**src/rtl/edge_event_arbiter_amisha.sv**
```systemverilog
// Rising-edge capture on N level inputs with one pending event per channel.
// A round-robin arbiter hands a shared resource to one channel at a time, with a start/done handshake and a timeout abort.
module edge_event_arbiter_amisha #(
  parameter int unsigned N       = 4,
  parameter int unsigned TIMEOUT = 16,
  localparam int unsigned IDW    = $clog2(N)
) (
  input  logic           clk_amisha,
  input  logic           reset_amisha,
  input  logic [N-1:0]   level_amisha,
  input  logic           done_amisha,
  output logic           start_amisha,
  output logic [N-1:0]   grant_amisha,
  output logic [IDW-1:0] grant_id_amisha,
  output logic           busy_amisha,
  output logic           timeout_amisha,
  output logic [N-1:0]   drop_amisha
);

  localparam int unsigned CW = $clog2(TIMEOUT + 1);

  typedef enum logic [1:0] {
    S_IDLE  = 2'd0,
    S_START = 2'd1,
    S_WAIT  = 2'd2
  } state_t;

  state_t         state_q, state_d;
  logic [N-1:0]   prev_q;
  logic [N-1:0]   pending_q, pending_d;
  logic [IDW-1:0] rr_last_q, rr_last_d;
  logic [CW-1:0]  count_q, count_d;
  logic [N-1:0]   grant_d;
  logic [IDW-1:0] grant_id_d;
  logic           busy_d, start_d, timeout_d;
  logic [N-1:0]   drop_d;
  logic [N-1:0]   rise;
  logic [N-1:0]   clr;
  logic [IDW-1:0] sel;
  logic           found;

  // Next-state, arbitration and registered-output computation
  always_comb begin
    state_d    = state_q;
    rr_last_d  = rr_last_q;
    count_d    = count_q;
    grant_d    = grant_amisha;
    grant_id_d = grant_id_amisha;
    busy_d     = busy_amisha;
    start_d    = 1'b0;
    timeout_d  = 1'b0;
    clr        = '0;
    sel        = '0;
    found      = 1'b0;
    rise       = level_amisha & ~prev_q;

    // Search starts one past the last winner and wraps around
    for (int unsigned j = 1; j <= N; j++) begin
      int unsigned idx;
      idx = (32'(rr_last_q) + j) % N;
      if (!found && pending_q[IDW'(idx)]) begin
        found = 1'b1;
        sel   = IDW'(idx);
      end
    end

    case (state_q)
      S_IDLE: begin
        if (found) begin
          state_d    = S_START;
          clr        = N'(1) << sel;
          grant_d    = N'(1) << sel;
          grant_id_d = sel;
          rr_last_d  = sel;
          busy_d     = 1'b1;
          start_d    = 1'b1;
        end
      end
      S_START: begin
        state_d = S_WAIT;
        count_d = '0;
      end
      S_WAIT: begin
        if (done_amisha) begin
          state_d    = S_IDLE;
          grant_d    = '0;
          grant_id_d = '0;
          busy_d     = 1'b0;
        end else if (count_q == CW'(TIMEOUT - 1)) begin
          state_d    = S_IDLE;
          grant_d    = '0;
          grant_id_d = '0;
          busy_d     = 1'b0;
          timeout_d  = 1'b1;
        end else begin
          count_d = count_q + CW'(1);
        end
      end
      default: begin
        state_d    = S_IDLE;
        grant_d    = '0;
        grant_id_d = '0;
        busy_d     = 1'b0;
      end
    endcase

    // A new edge beats a same-cycle grant clear, so it is never dropped
    pending_d = (pending_q & ~clr) | rise;
    drop_d    = rise & pending_q & ~clr;
  end

  always_ff @(posedge clk_amisha) begin
    if (reset_amisha) begin
      state_q         <= S_IDLE;
      prev_q          <= '0;
      pending_q       <= '0;
      rr_last_q       <= IDW'(N - 1);
      count_q         <= '0;
      start_amisha    <= 1'b0;
      grant_amisha    <= '0;
      grant_id_amisha <= '0;
      busy_amisha     <= 1'b0;
      timeout_amisha  <= 1'b0;
      drop_amisha     <= '0;
    end else begin
      state_q         <= state_d;
      prev_q          <= level_amisha;
      pending_q       <= pending_d;
      rr_last_q       <= rr_last_d;
      count_q         <= count_d;
      start_amisha    <= start_d;
      grant_amisha    <= grant_d;
      grant_id_amisha <= grant_id_d;
      busy_amisha     <= busy_d;
      timeout_amisha  <= timeout_d;
      drop_amisha     <= drop_d;
    end
  end

endmodule

```
**config.mk**
```make
export PLATFORM = sky130hd
export DESIGN_NAME = edge_event_arbiter_amisha
export DESIGN_NICKNAME = d
export VERILOG_FILES = /design/src/rtl/edge_event_arbiter_amisha.sv
export SDC_FILE = /design/constraint.sdc
export NUM_CORES = 1
export LEC_CHECK = 0
export CORE_ASPECT_RATIO = 0.7
export CORE_MARGIN = 2
export CORE_UTILIZATION = 40
export DETAILED_ROUTE_END_ITERATION = 7
export GPL_ROUTABILITY_DRIVEN = 0
export SLEW_MARGIN = 20
export SYNTH_ARGS = -nofsm -noshare
export SYNTH_HDL_FRONTEND = slang
export SYNTH_SLANG_ARGS = --single-unit
```
**constraint.sdc**
```tcl
create_clock -name clk_amisha -period 2.6 [get_ports clk_amisha]
set_clock_uncertainty 0.1 [all_clocks]
set_input_delay 0.26 -clock clk_amisha [delete_from_list [all_inputs] [get_ports clk_amisha]]
set_output_delay 0.26 -clock clk_amisha [all_outputs]
set_load 0.01 [all_outputs]
```
=== Yosys cells after proc, flatten, opt, wreduce, memory -nomap -nowiden ===
Index checks and enable logic that the tools add are counted.

* Register bits after elaboration: 30
* Bits of input ports: 7
* Output and inout bits: 13
* Logic and storage cells: 89

* Add/sub/neg operators: 5
* Magnitude comparators: 4
* Equality and inequality tests: 7
* Shifts and indexed selects: 1
* Muxes and demuxes: 37
* Bitwise gates (word level): 10
* Reduce and logical (&&, ||, !) cells: 14

{| class="wikitable"
|+ Operators by type and width
! operator !! count
|-
| $mux W4 || 5
|-
| $and A4 B4 Y4 || 4
|-
| $mux W2 || 8
|-
| $mux W1 || 13
|-
| $lt A2 B3 Y1 const B || 4
|-
| $pmux W2 S3 || 2
|-
| $pmux W4 S3 || 1
|-
| $mux W5 || 2
|-
| $pmux W5 S2 || 1
|-
| $bmux W1 S2 || 4
|-
| $not A4 Y4 || 2
|-
| $ne A2 B2 Y1 const B || 3
|-
| $reduce_and A3 Y1 || 2
|-
| $add A5 B1 Y5 const B || 1
|-
| $eq A5 B4 Y1 const B || 1
|-
| $add A2 B1 Y2 const B || 2
|-
| $add A2 B2 Y2 const B || 2
|-
| $or A4 B4 Y4 || 1
|-
| $reduce_and A2 Y1 || 2
|-
| $shl A1 B2 Y4 const A || 1
|-
| $logic_and A1 B1 Y1 || 3
|-
| $logic_not A1 Y1 || 3
|-
| $ne A3 B3 Y1 const B || 1
|-
| $not A1 Y1 || 3
|-
| 7 further kinds || 7
|}

=== Longest topological paths before layout ===
* Depth after elaboration: 19
* Mapped depth: 8

=== Least setup slack after synthesis ===
Ideal clock, no wire load.

* Kind: register to register
* Start: register count_q[0]
* End: register grant_amisha[2]
* Arrival: 1.824 ns
* Data required time: 2.442 ns
* Slack: 0.618 ns
* Cell stages (with the launch flop): 8
* Period minus slack after synthesis: 1.982 ns
* Cell sequence: dfxtp_1 -> ha_1 -> and3_1 -> ha_1 -> or4b_4 -> buf_6 -> o22ai_4 -> a2bb2o_1

* Cells in the longest elaborated chain, start to end: 3

{| class="wikitable"
|+ Ends and longest elaborated chain
! element !! RTL line !! RTL
|-
| start: declaration || 32 || <nowiki>logic [CW-1:0] count_q, count_d;</nowiki>
|-
| start signal: assignment || 130 || <nowiki>count_q <= count_d;</nowiki>
|-
| $eq A5 B4 Y1 || 89 || <nowiki>end else if (count_q == CW'(TIMEOUT - 1)) begin</nowiki>
|-
| $ne A3 B3 Y1 (no line) || - ||
|-
| $reduce_and A3 Y1 (no line) || - ||
|-
| end signal: assignment || 132 || <nowiki>grant_amisha <= grant_d;</nowiki>
|-
| end: declaration || 13 || <nowiki>output logic [N-1:0] grant_amisha,</nowiki>
|}

No other way between the ends.
A chain may end at the register's enable or synchronous reset.

=== Worst setup path after layout ===
* Start: register count_q[0]
* End: register count_q[2]

* Cells in the longest elaborated chain, start to end: 4
* Elaborated cells on any way between the ends: 7

{| class="wikitable"
|+ Ends and longest elaborated chain
! element !! RTL line !! RTL
|-
| $add A5 B1 Y5 || 96 || <nowiki>count_d = count_q + CW'(1);</nowiki>
|-
| $mux W5 || 89 ||
|-
| $mux W5 || 84 || <nowiki>if (done_amisha) begin</nowiki>
|-
| $pmux W5 S2 || 67 || <nowiki>case (state_q)</nowiki>
|}

Several ways; a longest one is shown, not always the timed one. The select of a mux whose other input is x is not followed.

==> summary.md <==
| Metric | Value |
|---|---|
| CP max stage delay | `0.53 ns` |
| #FFs+latches synth | `30` |
| EDFF count, synth | `0` |
| Buf/Inv on CP | `0` |
| Post-CTS setup buffer count | `0` |
| DP Area | `1489 µm²` |
| Critical path cell sequence | `ha_1 > and3_1 > ha_1 > nor4b_2 > a21oi_1 > a21oi_1 > a211oi_1` |
| Syn nets | `143` |
| Die X | `71.68 µm` |
| Final wirelength | `2720 µm` |
| Worst-path maximum fanout | `6` |
| FFs w/ async S/R, synth | `0%` |
| Final Cell Area | `1580 µm²` |
| Post-route ant nets | `0` |
| # IOs | `20` |
| Worst-margin pin slew | `0.5470 ns` |
| Skew-Pair Late Insertion Delay | `0.28 ns` |
| Resize count post-CTS | `0` |
| Layout cells sized above 1 | `10.26%` |
| Leak Pwr | `0.5655 nW` |
| GRT Overall Usage | `17.51%` |
| DIE AREA | `3682 µm²` |
| Crit path max-delay family | `simple AND/OR/NAND/NOR gates` |
| CTS tree | `built` |
| Clock Sinks | `30` |
| First-pass GRT wire length | `4767 µm` |
| Sw Pwr | `0.3628 mW` |
| Synth area leaders | `dfxtp_1 (47%), nor2_1 (4.7%), a21oi_1 (4.3%)` |
| Final hold viol count | `0` |
| PwrDens | `768.2 nW/µm²` |
| Inserted Clock Buffers | `5` |
| 1st-iter DRT viols | `34` |
| WL met3 | `148 µm` |
| Max_cap viols | `0` |
| Reg power frac | `46.4%` |
| # rows | `17` |
| H-tree depth | `2` |
| Port bufs | `19` |
| Post-CTS Hold Buffers | `0` |
| Hold/Removal Path Class | `reg -> reg` |
| Root Buffer | `clkbuf_8` |
| Avg Inst Size Synth | `9.571 µm²` |
| Met2 routed WL | `1080 µm` |
| Via count | `1042` |
| Vias per cell | `5.371` |
| Crit-path slowest cell | `nor4b_2` |
| Max layer used | `met4` |
| Area fraction of the dominant cell type after synthesis | `46.83%` |
| Max IR drop VDD | `460.6 µV` |
| Type of destination of the critical path | `flop` |
| Distinct cells, synth | `40` |
| Combinational Power Share | `22.5%` |
| Nets | `164` |
| Arrival time worst endpoint | `2.14 ns` |
| Startpoint Class | `flop` |
| Core area | `3105 µm²` |
| Syn Std Cell Area | `1282 µm²` |
| Vias in the first global route | `1010` |
| Ant. Diodes | `0` |
| Hpwl dp | `1881 µm` |
| Largest net degree at the start of global routing | `25` |
| Switching share of power | `29.89%` |
| Overflow after GRT | `0` |
| Initial antenna violation count | `0` |
| FMAX | `478.7 MHz` |
| Cell count after synthesis | `134` |
| Max-slew headroom | `63.44%` |
| Clock Path Buffers | `2` |
| Pint | `0.8512 mW` |
| Register area share after synthesis | `46.83%` |
| Drt pass-1 iters | `4` |
| Clk network pwr share | `31.1%` |
| Top FF cell, synth | `dfxtp_1` |
| Required time worst endpoint | `2.65 ns` |
| Clk slew on worst S/H paths | `0.06 ns` |
| Yosys warning count | `0` |
| Setup Viol. Count Final | `0` |
| Final worst path period share | `80.35%` |
| Residual DRC | `0` |
| Most frequent cells in the layout | `dfxtp_1 (30), clkdlybuf4s50_1 (19), nor2_1 (16), a21oi_1 (11), nor2b_1 (8)` |
| Status | `completed` |
| DRT met1 WL | `1441 µm` |
| DR WL/cell | `14.02 µm` |
| TNS Setup | `0 ns` |
| Critical path class | `reg -> reg` |
| Final Critical Period | `2.089 ns` |
| Biggest area consumer among synthesized cells | `dfxtp_1` |
| Most common cell after layout, fill and taps aside | `dfxtp_1` |
| RSZ-0062 raised after global routing | `no` |
| Initial core utilization | `41.30%` |
| Die Height | `51.38 µm` |
| Final Max Tran Viols | `0` |
| Area growth, synth to finish | `23.22%` |
## routing by layer
metal | vias up | GRT usage [%]
li1 | 523 | -
met1 | 487 | 24.64
met2 | 25 | 22.53
met3 | 7 | 6.509
met4 | 0 | 9.748
met5 | - | 0
## cell type report
class	count	area, µm²
fillers	297	1525
flip-flops and latches	30	600.6
clock inverters	1	5.005
repair buffers	20	197.7
well taps	38	47.55
multi-input cells	95	631.9
clock buffers	7	86.33
inverters	3	11.26
## power by group through the flow
stage               Clock (mW)  Combinational, mW  Sequential (mW)
CTS                      0.389              0.273            0.562
floorplan                    0              0.183            0.565
global route             0.413              0.300            0.572
detailed placement           0              0.270            0.571
global placement             0              0.268            0.569
finish                   0.378              0.273            0.563
## state kept, by name (all words and copies together), names as in the netlist, 2 cells and up
register,count
pending_q,4
grant_id_amisha,2
state_q,2
prev_q,4
rr_last_q,2
drop_amisha,4
count_q,5
grant_amisha,4
## kinds of logic after synthesis
| logic type | after synthesis | share of synthesized area (%) |
|---|---|---|
| and+or+nand+nor | 59 | 27.22 |
| AOI/OAI and AO/OA | 33 | 19.42 |
| DFF | 30 | 46.83 |
| buffers and inverters | 9 | 3.902 |
| adders and majority gates | 2 | 1.951 |
| xor gates and xnor gates | 1 | 0.6831 |
## cell usage after synthesis (2+ instances only)
| cell type | n |
|---|---|
| dfxtp_1 | 30 |
| nor2_1 | 16 |
| a21oi_1 | 11 |
| nor2b_1 | 8 |
| nand2b_1 | 6 |
| a211oi_1 | 5 |
| nand2_1 | 5 |
| nor3_1 | 5 |
| nand3b_1 | 4 |
| clkbuf_1 | 3 |
| inv_1 | 3 |
| nand3_1 | 3 |
| o2bb2ai_1 | 3 |
| a22oi_1 | 2 |
| and3_1 | 2 |
| buf_6 | 2 |
| ha_1 | 2 |
| o21ai_0 | 2 |
## stage by stage
stage          hold WS (ns)  setup slack, ns  total power, mW  cells  utilization [%]
2_1_floorplan        0.2367           0.6177           0.7481    134                -
3_3_place_gp         0.3442           0.5992           0.8374    186            47.95
5_1_grt              0.3894           0.3550            1.285    194            50.89
4_1_cts              0.3759           0.5143            1.224    194            50.89
3_5_place_dp         0.3534           0.5385           0.8415    186            47.95
6_report             0.3738           0.5110            1.214    194            50.89
## worst paths after layout
| check | start | endpoint | slack (ns) | cells after the start |
|---|---|---|---|---|
| worst max-delay path | count_q[0] | count_q[2] | 0.51 | 7 |
| worst min-delay path | grant_amisha[1] | grant_amisha[1] | 0.37 | 1 |
| worst max register to register | count_q[0] | count_q[2] | 0.51 | 7 |
| worst min register to register | grant_amisha[1] | grant_amisha[1] | 0.37 | 1 |
No activity file was read; power rests on OpenSTA's default activity.
